<file path="src/rtl/dac_hdr_sched_if.sv">
// dac_hdr_sched_if: handshake between the header scheduler and the memory/LFSR header datapath.
//   hdr_tx     scheduler -> datapath  one-cycle start pulse for one header
//   hdr_first  scheduler -> datapath  qualifies hdr_tx: header 0 of a group
//   hdr_last   scheduler -> datapath  qualifies hdr_tx: final header of a group
//   hdr_idx    scheduler -> datapath  index of the header currently in flight
//   hdr_done   datapath -> scheduler  pulse: current header fully emitted
// Modports: master = scheduler side, slave = datapath side.
interface dac_hdr_sched_if #(
    parameter int unsigned G_HDR_QTY_W = 16
) ();
    logic                   hdr_tx;
    logic                   hdr_first;
    logic                   hdr_last;
    logic [G_HDR_QTY_W-1:0] hdr_idx;
    logic                   hdr_done;

    modport master (
        output hdr_tx,
        output hdr_first,
        output hdr_last,
        output hdr_idx,
        input  hdr_done
    );

    modport slave (
        input  hdr_tx,
        input  hdr_first,
        input  hdr_last,
        input  hdr_idx,
        output hdr_done
    );
endinterface

</file>
<file path="src/rtl/dac_hdr_sched.sv">
// dac_hdr_sched: header-burst scheduler for the DAC transmit path (dac_clk domain).
// Selects the tx request source, times bursts on a free-running period, issues one-cycle header
// starts to the datapath, waits for each done, and flags overruns and dropped requests.
// Ports:
//   dac_clk, dac_rst   clock; asynchronous active-high reset
//   pd_min1            period - 1 in dac_clk cycles (quasi-static)
//   qty_min1           headers per group - 1, sampled at group accept
//   tx_always          restart groups back-to-back without a request
//   tx_unsync          request source select: 1 = sw_req, 0 = sync_req
//   sync_req, sw_req   request levels (rising edge starts a group)
//   clr_status         pulse: clear sticky flags and counters
//   pd_tic             one-cycle pulse at period end
//   txing              group in progress
//   overrun, req_drop  sticky status flags
//   frames_sent        headers completed (statistics build only, else 0)
//   overrun_cnt        overrun events (statistics build only, else 0)
//   hdr                datapath handshake (dac_hdr_sched_if.master)
// Optional feature: define DAC_HDR_SCHED_STATS_EN to build the saturating statistics counters.
module dac_hdr_sched #(
    parameter int unsigned G_HDR_PD_W  = 24,
    parameter int unsigned G_HDR_QTY_W = 16,
    parameter int unsigned G_STAT_W    = 32
) (
    input  logic                   dac_clk,
    input  logic                   dac_rst,
    input  logic [G_HDR_PD_W-1:0]  pd_min1,
    input  logic [G_HDR_QTY_W-1:0] qty_min1,
    input  logic                   tx_always,
    input  logic                   tx_unsync,
    input  logic                   sync_req,
    input  logic                   sw_req,
    input  logic                   clr_status,
    output logic                   pd_tic,
    output logic                   txing,
    output logic                   overrun,
    output logic                   req_drop,
    output logic [G_STAT_W-1:0]    frames_sent,
    output logic [G_STAT_W-1:0]    overrun_cnt,
    dac_hdr_sched_if.master        hdr
);
    typedef enum logic [2:0] {StIdle, StArmed, StSend, StWait, StGap, StDone} state_e;

    localparam logic [G_HDR_PD_W-1:0]  PdOne  = {{(G_HDR_PD_W-1){1'b0}}, 1'b1};
    localparam logic [G_HDR_QTY_W-1:0] IdxOne = {{(G_HDR_QTY_W-1){1'b0}}, 1'b1};

    state_e                 state_q, state_d;
    logic [G_HDR_PD_W-1:0]  cnt_q;
    logic                   tic_q;
    logic                   src, src_d_q, unsync_q, req_edge_q;
    logic [G_HDR_QTY_W-1:0] qty_q, idx_q;
    logic                   overrun_q, req_drop_q;
    logic                   is_last, accept, done_ok, ovr_ev, drop_ev;
    logic                   send, busy;

    // Free-running period counter; >= so a lowered pd_min1 wraps on the next edge.
    always_ff @(posedge dac_clk or posedge dac_rst) begin
        if (dac_rst) begin
            cnt_q <= '0;
            tic_q <= 1'b0;
        end else if (cnt_q >= pd_min1) begin
            cnt_q <= '0;
            tic_q <= 1'b1;
        end else begin
            cnt_q <= cnt_q + PdOne;
            tic_q <= 1'b0;
        end
    end

    // Request edge detect. The delayed copy always follows the currently selected source, and
    // the cycle in which the selection changes is masked, so a switch never looks like an edge.
    assign src = tx_unsync ? sw_req : sync_req;

    always_ff @(posedge dac_clk or posedge dac_rst) begin
        if (dac_rst) begin
            src_d_q    <= 1'b0;
            unsync_q   <= 1'b0;
            req_edge_q <= 1'b0;
        end else begin
            req_edge_q <= (tx_unsync == unsync_q) & src & ~src_d_q;
            src_d_q    <= src;
            unsync_q   <= tx_unsync;
        end
    end

    assign is_last = (idx_q == qty_q);

    always_ff @(posedge dac_clk or posedge dac_rst) begin
        if (dac_rst) begin
            state_q <= StIdle;
        end else begin
            state_q <= state_d;
        end
    end

    always_comb begin
        state_d = state_q;
        case (state_q)
            StIdle:  if (req_edge_q || tx_always) state_d = StArmed;
            StArmed: if (tic_q) state_d = StSend;
            StSend:  state_d = StWait;
            StWait:  if (hdr.hdr_done) state_d = is_last ? StDone : StGap;
            StGap:   if (tic_q) state_d = StSend;
            // Not busy here, so a request edge landing in this cycle is accepted, not dropped.
            StDone:  state_d = (tx_always || req_edge_q) ? StArmed : StIdle;
            default: state_d = StIdle;
        endcase
    end

    always_comb begin
        send = (state_q == StSend);
        busy = (state_q == StArmed) || (state_q == StSend) ||
               (state_q == StWait)  || (state_q == StGap);
    end

    assign hdr.hdr_tx    = send;
    assign hdr.hdr_first = send && (idx_q == '0);
    assign hdr.hdr_last  = send && is_last;
    assign hdr.hdr_idx   = idx_q;
    assign txing         = busy;
    assign pd_tic        = tic_q;
    assign overrun       = overrun_q;
    assign req_drop      = req_drop_q;

    assign accept  = ((state_q == StIdle) || (state_q == StDone)) && (state_d == StArmed);
    assign done_ok = (state_q == StWait) && hdr.hdr_done;
    // A tic coinciding with done is not an overrun; the next header waits for the following tic.
    assign ovr_ev  = (state_q == StWait) && tic_q && !hdr.hdr_done;
    assign drop_ev = req_edge_q && busy;

    always_ff @(posedge dac_clk or posedge dac_rst) begin
        if (dac_rst) begin
            qty_q <= '0;
            idx_q <= '0;
        end else if (accept) begin
            qty_q <= qty_min1;
            idx_q <= '0;
        end else if (done_ok) begin
            idx_q <= is_last ? '0 : idx_q + IdxOne;
        end
    end

    // Sticky flags: a set in the same cycle as clr_status wins.
    always_ff @(posedge dac_clk or posedge dac_rst) begin
        if (dac_rst) begin
            overrun_q  <= 1'b0;
            req_drop_q <= 1'b0;
        end else begin
            overrun_q  <= ovr_ev  | (overrun_q  & ~clr_status);
            req_drop_q <= drop_ev | (req_drop_q & ~clr_status);
        end
    end

`ifdef DAC_HDR_SCHED_STATS_EN
    localparam logic [G_STAT_W-1:0] StatOne = {{(G_STAT_W-1){1'b0}}, 1'b1};

    logic [G_STAT_W-1:0] frames_q, ovr_cnt_q;

    // Saturating counters; an increment together with clr_status leaves the count at one.
    always_ff @(posedge dac_clk or posedge dac_rst) begin
        if (dac_rst) begin
            frames_q  <= '0;
            ovr_cnt_q <= '0;
        end else begin
            if (done_ok) begin
                if (clr_status)          frames_q <= StatOne;
                else if (frames_q != '1) frames_q <= frames_q + StatOne;
            end else if (clr_status) begin
                frames_q <= '0;
            end
            if (ovr_ev) begin
                if (clr_status)           ovr_cnt_q <= StatOne;
                else if (ovr_cnt_q != '1) ovr_cnt_q <= ovr_cnt_q + StatOne;
            end else if (clr_status) begin
                ovr_cnt_q <= '0;
            end
        end
    end

    assign frames_sent = frames_q;
    assign overrun_cnt = ovr_cnt_q;
`else
    assign frames_sent = '0;
    assign overrun_cnt = '0;
`endif
endmodule

</file>
<file path="src/flat_wrapper.sv">
// flat-port wrapper written by rule: the top's interface ports become plain ports
module dac_hdr_sched_flat 
#(
    parameter int unsigned G_HDR_PD_W  = 24,
    parameter int unsigned G_HDR_QTY_W = 16,
    parameter int unsigned G_STAT_W    = 32
)
  (dac_clk, dac_rst, pd_min1, qty_min1, tx_always, tx_unsync, sync_req, sw_req, clr_status, pd_tic, txing, overrun, req_drop, frames_sent, overrun_cnt, hdr_hdr_tx, hdr_hdr_first, hdr_hdr_last, hdr_hdr_idx, hdr_hdr_done);
  dac_hdr_sched_if #(.G_HDR_QTY_W(G_HDR_QTY_W)) hdr_i ();
  input  logic dac_clk;
  input  logic dac_rst;
  input  logic [G_HDR_PD_W-1:0] pd_min1;
  input  logic [G_HDR_QTY_W-1:0] qty_min1;
  input  logic tx_always;
  input  logic tx_unsync;
  input  logic sync_req;
  input  logic sw_req;
  input  logic clr_status;
  output logic pd_tic;
  output logic txing;
  output logic overrun;
  output logic req_drop;
  output logic [G_STAT_W-1:0] frames_sent;
  output logic [G_STAT_W-1:0] overrun_cnt;
  output wire logic [$bits(hdr_i.hdr_tx)-1:0] hdr_hdr_tx;
  output wire logic [$bits(hdr_i.hdr_first)-1:0] hdr_hdr_first;
  output wire logic [$bits(hdr_i.hdr_last)-1:0] hdr_hdr_last;
  output wire logic [$bits(hdr_i.hdr_idx)-1:0] hdr_hdr_idx;
  input wire logic [$bits(hdr_i.hdr_done)-1:0] hdr_hdr_done;
  assign hdr_hdr_tx = hdr_i.hdr_tx;
  assign hdr_hdr_first = hdr_i.hdr_first;
  assign hdr_hdr_last = hdr_i.hdr_last;
  assign hdr_hdr_idx = hdr_i.hdr_idx;
  assign hdr_i.hdr_done = hdr_hdr_done;
  dac_hdr_sched #(.G_HDR_PD_W(G_HDR_PD_W), .G_HDR_QTY_W(G_HDR_QTY_W), .G_STAT_W(G_STAT_W)) u_core (.dac_clk(dac_clk), .dac_rst(dac_rst), .pd_min1(pd_min1), .qty_min1(qty_min1), .tx_always(tx_always), .tx_unsync(tx_unsync), .sync_req(sync_req), .sw_req(sw_req), .clr_status(clr_status), .pd_tic(pd_tic), .txing(txing), .overrun(overrun), .req_drop(req_drop), .frames_sent(frames_sent), .overrun_cnt(overrun_cnt), .hdr(hdr_i));
endmodule
</file>
<file path="config.mk">
export PLATFORM = sky130hd
export DESIGN_NAME = dac_hdr_sched_flat
export DESIGN_NICKNAME = d
export VERILOG_FILES = /design/src/rtl/dac_hdr_sched_if.sv /design/src/rtl/dac_hdr_sched.sv /design/src/flat_wrapper.sv
export SDC_FILE = /design/constraint.sdc
export NUM_CORES = 1
export LEC_CHECK = 0
export ABC_CLOCK_PERIOD_IN_PS = 2200
export CAP_MARGIN = 20
export CORE_MARGIN = 1.5
export CORE_UTILIZATION = 44
export DETAILED_ROUTE_END_ITERATION = 10
export GPL_TIMING_DRIVEN = 0
export PLACE_DENSITY = 0.84
export SETUP_SLACK_MARGIN = 0.02
export SLEW_MARGIN = 20
export SYNTH_ARGS = -nofsm -noshare
export SYNTH_HDL_FRONTEND = slang
export SYNTH_SLANG_ARGS = --single-unit
export TNS_END_PERCENT = 10
</file>
<file path="constraint.sdc">
create_clock -name dac_clk -period 2.2 [get_ports dac_clk]
set_input_delay 0.55 -clock dac_clk [delete_from_list [all_inputs] [get_ports dac_clk]]
set_output_delay 0.55 -clock dac_clk [all_outputs]
set_load 0.01 [all_outputs]
</file>
==> out/summary.txt <==
status: complete, but fails checks
failing checks: negative setup slack
Peak VDD IR: 0.3632 mV
async set-or-reset flop fraction in the synthesized netlist: 1.000
GPL Wtd Cong: 0.8555
Fmax: 0.3935 GHz
worst hold path type: reg2reg
Worst Setup End Kind: primary output
die width: 105.6 µm
Remaining DRCs: 0
Clock transition at path regs: 80 ps
core box area: 10,280 µm²
Critical Path RT: 1650 ps
I/O Buffers: 70
max-slew violations: 0
GR Util All Layers: 0.1948
Post-Route Setup TNS: -341.2 ps
initial antenna violation count: 0
syn_area_per_cell: 9.090 µm²
sequential share of the synthesized area: 0.3509
most common cell in the synthesized netlist: nand2_1
WP data arrival: 1990 ps
total clock buffers created by CTS: 9
top cells by area, synth: dfrtp_1 35%, buf_4 10%, ha_1 7.3%
TritonRoute pass-1 iters: 4
Hold-fix buffers, CTS: 0
Synth area leader: dfrtp_1
CP max FO: 3
TritonCTS clock tree: yes
area added between synthesis and finish: 37.89%
number of flops mapped to enable cells by yosys: 0
RSZ-0062 raised after global routing: yes
routed length per instance: 13.84 µm
Die Y: 105.6 µm
Nets: 746
crit path capture: hdr_hdr_last
antenna viol nets, final: 0
Leakage: 3.161 nW
crit path launch type: flop
clock sink total: 65
starting density of the core: 0.4511
pwr dens: 767.0 nW/µm²
final critical-path share of the clock period: 1.155
max-cap viol count: 0
Core Util, Final: 0.6220
clock skew: 11.90 ps
Post-Syn Instances: 510
Vias/cell: 4.909
Hold Vio Cnt, Final: 0
design area: 6392 µm²
Row Count: 37
# diodes: 0
r2r worst-path depth: 8
vias in the first global route: 3,864
Top FF cell, synth: dfrtp_1
GRT Residual Overflow: 0
Yosys cell types: 55
CTS root buffer: clkbuf_8
Placed Instance Area: 5771 µm²
post-synthesis register bit count: 65
Synth warnings: 0
largest net degree at the start of global routing: 42
r2r endpoint: u_core.hdr.hdr_idx[7]
setup ws final: -341.2 ps
most frequent cells after synthesis: 80 x nand2_1, 65 x dfrtp_1, 64 x buf_4
min Tclk post-route: 2541 ps
Post-Syn Area: 4636 µm²
Worst R2R Setup Slack: 80 ps
# setup viols final: 1
Skew-Pair Late Insertion Delay: 350 ps
DRT Wirelength: 11,240 µm
Die ar.: 11,160 µm²
start of the worst register-to-register path: u_core.hdr.hdr_idx[2]
first-pass GRT wire length: 17,640 µm
I/O pins: 135
Initial DRC Count: 169
routed via count: 3,986
critical path class: reg2out
share of layout cells above drive strength 1: 0.2781
HPWL after DPL: 8130 µm
Synth top area share: 0.3509
CTS max path bufs: 2
Critical path origin: u_core.hdr.hdr_idx[2]
CTS HTree Levels: 3
## what timing repair did
action                     4_1_cts  5_1_grt
setup endpoints to repair       26       26
gates cloned                     0        1
setup buffers                    6       10
gates resized for setup         23       80
pin swaps                        5       28
## state kept, by name, indices dropped and copies added (netlist names)
register	cells
u_core.src_d_q	1
u_core.pd_tic	1
u_core.hdr.hdr_idx	16
u_core.req_drop	1
u_core.state_q	3
u_core.req_edge_q	1
u_core.qty_q	16
u_core.unsync_q	1
u_core.cnt_q	24
u_core.overrun	1
## worst min-delay path by stage
stage / from / end / slack [ps] / cells past startpoint
6_report: u_core.src_d_q / u_core.req_edge_q / 420 / 1
5_1_grt: u_core.src_d_q / u_core.req_edge_q / 430 / 1
3_3_place_gp: u_core.src_d_q / u_core.req_edge_q / 380 / 1
4_1_cts: u_core.src_d_q / u_core.req_edge_q / 420 / 1
2_1_floorplan: u_core.src_d_q / u_core.req_edge_q / 380 / 1
3_5_place_dp: u_core.src_d_q / u_core.req_edge_q / 410 / 1
## power breakdown
| group | switching, mW | total, mW | internal (mW) | leakage (nW) |
|---|---|---|---|---|
| Sequential | 0.358 | 1.86 | 1.50 | 0.851 |
| Clock | 0.469 | 0.940 | 0.471 | 0.0867 |
| Combinational | 1.16 | 2.11 | 0.951 | 2.22 |
| Total | 1.98 | 4.90 | 2.92 | 3.16 |
## final cells by class
type | instances | area [µm²]
Buffer | 84 | 620.6
Clock buffer | 14 | 162.7
Clock inverter | 2 | 12.51
Fill cell | 873 | 3885
Inverter | 37 | 141.4
Multi-Input combinational cell | 386 | 2781
Sequential cell | 65 | 1633
Tap cell | 136 | 170.2
Timing Repair Buffer | 88 | 870.8
## per-layer routing
layer / GRT usage / routed length, µm / vias up
met2: 0.3516 / 6083 / 132
met5: 0 / 0 / -
met1: 0.2233 / 4331 / 1894
li1: - / - / 1935
met3: 0.04205 / 561 / 25
met4: 0.07625 / 261 / 0
## cells in the final DEF (no fill, tap or decap), types with 4 or more instances in the layout
| cell | instances |
|---|---|
| buf_4 | 82 |
| nand2_1 | 80 |
| conb_1 | 64 |
| dfrtp_1 | 60 |
| clkdlybuf4s50_1 | 55 |
| xor2_1 | 33 |
| inv_1 | 24 |
| nand3_1 | 22 |
| nor2_1 | 15 |
| a211oi_1 | 15 |
| ha_1 | 14 |
| buf_2 | 12 |
| inv_2 | 12 |
| clkbuf_8 | 11 |
| dlymetal6s2s_1 | 11 |
| nand4_1 | 10 |
| a211oi_2 | 10 |
| xnor2_1 | 10 |
| ha_4 | 10 |
| a21oi_1 | 8 |
| buf_6 | 7 |
| o21ai_0 | 7 |
| and3_1 | 6 |
| a31oi_1 | 6 |
| nor4_4 | 5 |
| o21ai_1 | 5 |
| dfrtp_2 | 5 |
| nor3_4 | 4 |
| clkbuf_1 | 4 |
| and4_1 | 4 |
| nor3_1 | 4 |
## worst max-delay path, cell delays in order (launching register included)
cell     delay, ps
dfrtp_1        400
buf_6          130
xor2_2         180
nor4_4         370
nand4_4        160
buf_6          160
nor3_4          90
buf_2          150
## kinds of logic (layout without fill, tap and decap cells)
logic type,after synthesis,count (layout),synth area share
other,1,64,0.0008089
DFF,65,65,0.3509
adders and majority gates,27,27,0.07287
muxes,4,4,0.008907
xor gates and xnor gates,45,45,0.08502
buffers and inverters,122,225,0.1587
and+or+nand+nor,173,173,0.2105
AOI/OAI and AO/OA,73,73,0.1123
## per-stage QoR
stage | instances | total power [mW] | worst slack [ps] | hold slack [ps]
after floorplan | 573 | 3.171 | 23.55 | 376.7
after global placement | 779 | 3.646 | -1093 | 380.2
after detailed placement | 780 | 3.757 | -665.1 | 409.6
after CTS | 801 | 4.719 | -324.8 | 419.0
after global routing | 812 | 5.238 | -398.9 | 432.7
final | 812 | 4.903 | -341.2 | 415.7
(Power assumes the default switching activity.)
